[config.mk]
export PLATFORM = sky130hd
export DESIGN_NAME = pll_loop_filter
export DESIGN_NICKNAME = d
export VERILOG_FILES = /design/src/rtl/pll_loop_filter_pkg.sv /design/src/rtl/pll_loop_filter_sat_add.sv /design/src/rtl/pll_loop_filter.sv
export SDC_FILE = /design/constraint.sdc
export NUM_CORES = 2
export LEC_CHECK = 0
export ABC_AREA = 1
export BUFFER_PORTS_ARGS = -buffer_cell sky130_fd_sc_hd__buf_2
export CORE_ASPECT_RATIO = 1.25
export CORE_UTILIZATION = 60
export DETAILED_ROUTE_END_ITERATION = 10
export PLACE_DENSITY = 0.86
export SLEW_MARGIN = 20
export SYNTH_ARGS = -nofsm -noshare
export SYNTH_HDL_FRONTEND = slang
export SYNTH_HIERARCHICAL = 1
export SYNTH_SLANG_ARGS = --single-unit
[constraint.sdc]
create_clock -name clk -period 8.8 [get_ports clk]
set_input_delay 0.44 -clock clk [delete_from_list [all_inputs] [get_ports clk]]
set_output_delay 0.44 -clock clk [all_outputs]
set_load 0.02 [all_outputs]
[src/rtl/pll_loop_filter_pkg.sv]
`default_nettype none
// ============================================================================
//  Package     : pll_lf_pkg
//  Description : Shared constants and helpers for the PLL loop filter:
//                default parameter values, lock-counter width and a
//                saturating resize function used by the saturating adders.
//  Revision    : 1.0 - initial release
// ============================================================================
package pll_lf_pkg;

   localparam int PLL_LF_W      = 17;
   localparam int PLL_LF_GW     = 16;
   localparam int PLL_LF_AW     = 32;
   localparam int PLL_LF_OW     = 32;
   localparam int PLL_LF_PSH    = 8;
   localparam int PLL_LF_ISH    = 12;
   localparam int PLL_LF_LOCK_N = 64;

   // Bits needed to count 0..n inclusive.
   function automatic int lock_cnt_width(input int n);
      return $clog2(n + 1);
   endfunction

   // Clamp a 64-bit signed value into the range of an n-bit signed number.
   function automatic logic signed [63:0] sat_resize(input logic signed [63:0] x,
                                                     input int n);
      logic signed [63:0] hi;
      logic signed [63:0] lo;
      hi = (64'sd1 <<< (n - 1)) - 64'sd1;
      lo = -hi - 64'sd1;
      if (x > hi)
         return hi;
      else if (x < lo)
         return lo;
      else
         return x;
   endfunction

endpackage
`default_nettype wire

[src/rtl/pll_loop_filter_sat_add.sv]
`default_nettype none
// ============================================================================
//  Module      : pll_sat_add
//  Description : Combinational signed adder whose result is clamped to the
//                O_W-bit signed range instead of wrapping. Operand widths
//                must stay below 64 bits.
//  Revision    : 1.0 - initial release
// ============================================================================
module pll_sat_add
   import pll_lf_pkg::*;
#(
   parameter int A_W = 32,
   parameter int B_W = 32,
   parameter int O_W = 32
)(
   input  logic signed [A_W-1:0] i_a,
   input  logic signed [B_W-1:0] i_b,
   output logic signed [O_W-1:0] o_sum
);

   logic signed [63:0] w_a;
   logic signed [63:0] w_b;

   // Sign-extend both operands so the raw sum can never overflow.
   assign w_a   = 64'(i_a);
   assign w_b   = 64'(i_b);
   assign o_sum = O_W'(sat_resize(w_a + w_b, O_W));

endmodule
`default_nettype wire

[src/rtl/pll_loop_filter.sv]
`default_nettype none
// ============================================================================
//  Module      : pll_loop_filter
//  Description : Three-stage pipelined PI loop filter. Stage 1 multiplies the
//                phase error by the gains, stage 2 scales and integrates with
//                saturation, stage 3 adds the proportional term and the
//                center-frequency offset. Build macro PLL_LF_LOCK_DETECT_EN
//                adds a lock detector; without it o_locked is tied low.
//  Revision    : 1.0 - initial release
// ============================================================================
module pll_loop_filter
   import pll_lf_pkg::*;
#(
   parameter int W      = PLL_LF_W,
   parameter int GW     = PLL_LF_GW,
   parameter int AW     = PLL_LF_AW,
   parameter int OW     = PLL_LF_OW,
   parameter int PSH    = PLL_LF_PSH,
   parameter int ISH    = PLL_LF_ISH,
   parameter int LOCK_N = PLL_LF_LOCK_N
)(
   input  logic                 clk,
   input  logic                 reset,
   input  logic signed [W-1:0]  i_err_in,
   input  logic                 i_strobe_in,
   input  logic [GW-1:0]        i_kp,
   input  logic [GW-1:0]        i_ki,
   input  logic signed [OW-1:0] i_offset,
   input  logic                 i_loop_en,
   input  logic                 i_int_clear,
   input  logic [W-2:0]         i_lock_thresh,
   output logic signed [OW-1:0] o_freq_out,
   output logic                 o_strobe_out,
   output logic                 o_locked
);

   // Product width: signed error times zero-extended unsigned gain.
   localparam int c_PW = W + GW + 1;

   logic signed [c_PW-1:0] w_err_x;
   logic signed [c_PW-1:0] w_kp_x;
   logic signed [c_PW-1:0] w_ki_x;
   logic signed [c_PW-1:0] w_p_term;
   logic signed [c_PW-1:0] w_i_inc;
   logic signed [AW-1:0]   w_acc_next;
   logic signed [OW-1:0]   w_acc_p;
   logic signed [OW-1:0]   w_out_sum;

   logic signed [c_PW-1:0] r_p_prod;
   logic signed [c_PW-1:0] r_i_prod;
   logic                   r_v1;
   logic                   r_clr1;
   logic signed [c_PW-1:0] r_p_term;
   logic signed [AW-1:0]   r_acc;
   logic                   r_v2;
   logic signed [OW-1:0]   r_freq;
   logic                   r_v3;

   assign w_err_x = c_PW'(i_err_in);
   assign w_kp_x  = c_PW'({1'b0, i_kp});
   assign w_ki_x  = c_PW'({1'b0, i_ki});

   // Stage 1: gain products, captured together with the clear request.
   always_ff @(posedge clk) begin
      if (reset) begin
         r_v1     <= 1'b0;
         r_clr1   <= 1'b0;
         r_p_prod <= '0;
         r_i_prod <= '0;
      end else begin
         r_v1 <= i_strobe_in;
         if (i_strobe_in) begin
            r_p_prod <= w_err_x * w_kp_x;
            r_i_prod <= w_err_x * w_ki_x;
            r_clr1   <= i_int_clear;
         end
      end
   end

   // Arithmetic shifts floor toward minus infinity.
   assign w_p_term = r_p_prod >>> PSH;
   assign w_i_inc  = r_i_prod >>> ISH;

   pll_sat_add #(.A_W(AW), .B_W(c_PW), .O_W(AW)) u_int_add (
      .i_a   (r_acc),
      .i_b   (w_i_inc),
      .o_sum (w_acc_next)
   );

   // Stage 2: integrator update; a clear overrides integration and loop_en.
   always_ff @(posedge clk) begin
      if (reset) begin
         r_v2     <= 1'b0;
         r_p_term <= '0;
         r_acc    <= '0;
      end else begin
         r_v2 <= r_v1;
         if (r_v1) begin
            r_p_term <= w_p_term;
            if (r_clr1)
               r_acc <= '0;
            else if (i_loop_en)
               r_acc <= w_acc_next;
         end
      end
   end

   pll_sat_add #(.A_W(AW), .B_W(c_PW), .O_W(OW)) u_pi_add (
      .i_a   (r_acc),
      .i_b   (r_p_term),
      .o_sum (w_acc_p)
   );

   pll_sat_add #(.A_W(OW), .B_W(OW), .O_W(OW)) u_out_add (
      .i_a   (i_offset),
      .i_b   (w_acc_p),
      .o_sum (w_out_sum)
   );

   // Stage 3: output word, held between strobes; open loop passes offset.
   always_ff @(posedge clk) begin
      if (reset) begin
         r_v3   <= 1'b0;
         r_freq <= '0;
      end else begin
         r_v3 <= r_v2;
         if (r_v2)
            r_freq <= i_loop_en ? w_out_sum : i_offset;
      end
   end

   assign o_freq_out   = r_freq;
   assign o_strobe_out = r_v3;

`ifdef PLL_LF_LOCK_DETECT_EN
   localparam int              c_CW     = lock_cnt_width(LOCK_N);
   localparam logic [c_CW-1:0] c_LOCK_N = c_CW'(LOCK_N);

   logic [W-1:0]    w_abs;
   logic            w_in_win;
   logic [c_CW-1:0] w_cnt_next;
   logic [c_CW-1:0] r_lock_cnt;
   logic            r_locked;

   // The most negative error keeps its MSB after negation, marking it out of window.
   assign w_abs      = i_err_in[W-1] ? (~i_err_in + W'(1)) : i_err_in;
   assign w_in_win   = ~w_abs[W-1] & (w_abs[W-2:0] < i_lock_thresh);
   assign w_cnt_next = (r_lock_cnt == c_LOCK_N) ? r_lock_cnt : r_lock_cnt + c_CW'(1);

   // Lock detector: count consecutive in-window samples, drop on any miss.
   always_ff @(posedge clk) begin
      if (reset) begin
         r_lock_cnt <= '0;
         r_locked   <= 1'b0;
      end else if (i_strobe_in) begin
         if (w_in_win) begin
            r_lock_cnt <= w_cnt_next;
            r_locked   <= (w_cnt_next == c_LOCK_N);
         end else begin
            r_lock_cnt <= '0;
            r_locked   <= 1'b0;
         end
      end
   end

   assign o_locked = r_locked;
`else
   logic w_unused_lock;
   assign w_unused_lock = ^i_lock_thresh;
   assign o_locked      = 1'b0;
`endif

endmodule
`default_nettype wire

==> flow_metrics.tcl <==
set metrics [dict create \
    min_period_ps 6240 \
    netlist_area_um2 36300 \
    layout_commonest_cell "nand2_1" \
    crit_path_top_delay_cell "fa_1" \
    ys_warn_count 6 \
    ys_seq_elements 142 \
    cts_num_sinks 142 \
    start_util 0.608 \
    finalSetupViolCount 0 \
    critPathMaxStageDelay_ps 880 \
    critPathCaptureType "flop" \
    n_fill_cell 5375 \
    postLayoutCellArea_um2 37600 \
    final_nets 6347 \
    via_per_inst 5.27 \
    ant_nets 0 \
    ctsHoldBuffers 0 \
    clock_path_buffers 2 \
    crit_chain "buf_2 -> nand2_1 -> fa_1 -> inv_1 -> fa_1 -> fa_1 -> fa_1 -> fa_1 -> inv_1 -> fa_1 -> inv_1 -> ha_1 -> nand2_1 -> inv_1 -> a21oi_1 -> o21ai_0 -> a21oi_1 -> nand2_1 -> nand2_1 -> nand3_1 -> nand2_1 -> inv_1" \
    fp-row-count 100 \
    portBuffers 118 \
    diodes 0 \
    fin_util 0.631 \
    synth_cells 5461 \
    status "finished clean" \
    ys_seq_area_frac 0.0784 \
    crit_top_cell "fa_1" \
    cts.repair.resized 0 \
    synth_cell_types 46 \
    core-area_um2 59700 \
    track_usage 0.317 \
    cp_max_fo 32 \
    synth_edf_count 0 \
    grt_remaining_overflow 0 \
    dr.pass1.iters 8 \
    vias 32600 \
    ys.flop_type "dfxtp_1" \
    fp.dieH_um 277 \
    slew_violations 0 \
    antenna_found_initial 0 \
    grt_pass1_wl_mm 159 \
    synthToLayoutAreaGrowth_pct 3.73 \
    worst_pin_slew_ps 1060 \
    drt_iter0_drc 2241 \
    insertion_delay_ps 450 \
    synth_nets 6390 \
    place_hpwl_mm 77.7 \
    hold_class "primary input to flop" \
    placed_area_um2 37000 \
    drt_wl_total_mm 94.6 \
    rsz0062_at_grt "false" \
    cpLargestDelayFamily "adder cells" \
    start_kind "primary input" \
    period_share 0.709 \
    drive_gt1_frac 0.0525 \
    fmaxAchievable_mhz 160 \
    numCtsBuffers 17 \
    die-area_um2 61500 \
    fin_skew_ps 8.34 \
    grt_pass1_vias 33800 \
    cts_root_buffer "clkbuf_16" \
    cp.required_ps 9150 \
    fp.dieW_um 222 \
    cts_tree "yes" \
    grt_max_degree 74 \
    place_congestion 0.975 \
    cp.arrival_ps 6590 \
    tns_ps 0 \
    timing.slew.headroom 0.293 \
    drc 0 \
    io_pins 136 \
    cts.clk_slew.worst_paths_ps 60 \
    hold_viol 0 \
    drv_cap 0 \
    layout_common_cells "nand2_1, inv_1, fa_1" \
    path_buf_inv 6 \
    wl_per_cell_um 15.3 \
    setup.worst_path.class "primary input to flop" \
    async_flop_share 0 \
    cts.htree.levels 4 \
    syn_area_per_cell_um2 6.64 \
    post-cts-setup-buffer-count 0 \
]
==> cells in the mapped netlist (all sizes together), types with 5 or more instances <==
library cell,instances,share of area
nand2,1797,0.19
inv,1390,0.14
fa,557,0.31
nor2,358,0.039
ha,270,0.093
a21oi,250,0.036
nand3,183,0.026
clkbuf,154,0.016
dfxtp,142,0.078
o21ai,103,0.015
xor2,67,0.016
buf,34,0.0076
o21bai,31,0.0064
nand4,27,0.0048
xnor2,24,0.0058
nor3,23,0.0044
o211ai,8,0.0017
nand3b,7,0.0014
and2,6,0.0011
and3,5,0.00086
clkinv,5,0.00052
nor4,5,0.00086
==> worst paths after layout <==
| check | endpoint | start | cells past startpoint | slack (ps) |
|---|---|---|---|---|
| setup reg to reg | o_freq_out[0] | r_acc[0] | 32 | 2980 |
| hold / removal | o_freq_out[8] | i_offset[8] | 3 | 260 |
| hold reg to reg | r_p_term[8] | r_p_prod[16] | 2 | 480 |
| setup / recovery | r_i_prod[31] | i_err_in[16] | 22 | 2560 |
==> cell type report <==
class	count	area [um2]	share of cell area
timing repair buffer	126	651	0.0173
clock inverter	15	174	0.00462
tap	765	957	0.0254
clock buffer	17	425	0.0113
sequential	142	2840	0.0755
multi-input combinational	3736	27300	0.727
inverter	1395	5240	0.139
==> logic make-up after synthesis <==
group,share of synthesized area
flip-flops,0.0784
other,0.000103
XOR/XNOR,0.0220
buffers and inverters,0.168
AND/OR/NAND/NOR,0.271
AO/OA/AOI/OAI,0.0604
adder cells (fa/ha/maj),0.400
==> tightest hold or removal path: cells and delay by family <==
family          cells  cell delay (ps)
simple gates        1               50
compound gates      1               50
buf+inv             1              110
==> metal layers <==
metal	up-vias	part of all wire	global-route usage
li1	15800	-	-
met1	15400	0.39	0.369
met2	1136	0.51	0.581
met3	269	0.060	0.0341
met4	0	0.046	0.148
met5	-	0	0
==> sequential cells by signal, indices dropped and copies added, names as in the netlist <==
register	flops
r_p_term	26
o_freq_out	32
r_acc	32
r_clr1	1
r_v2	1
r_i_prod	22
r_p_prod	26
r_v1	1
o_strobe_out	1
==> per-stage QoR <==
stage	hold slack [ps]	setup WS [ps]	cells
after floorplan	449	2730	5461
after global placement	460	2190	6164
after detailed placement	467	2070	6164
after CTS	237	2560	6196
after global routing	254	2110	6196
final	257	2560	6196
Power is left out: the tool's default activity adds up to more than one toggle a clock period on the data nets, which glitch-free logic cannot reach.
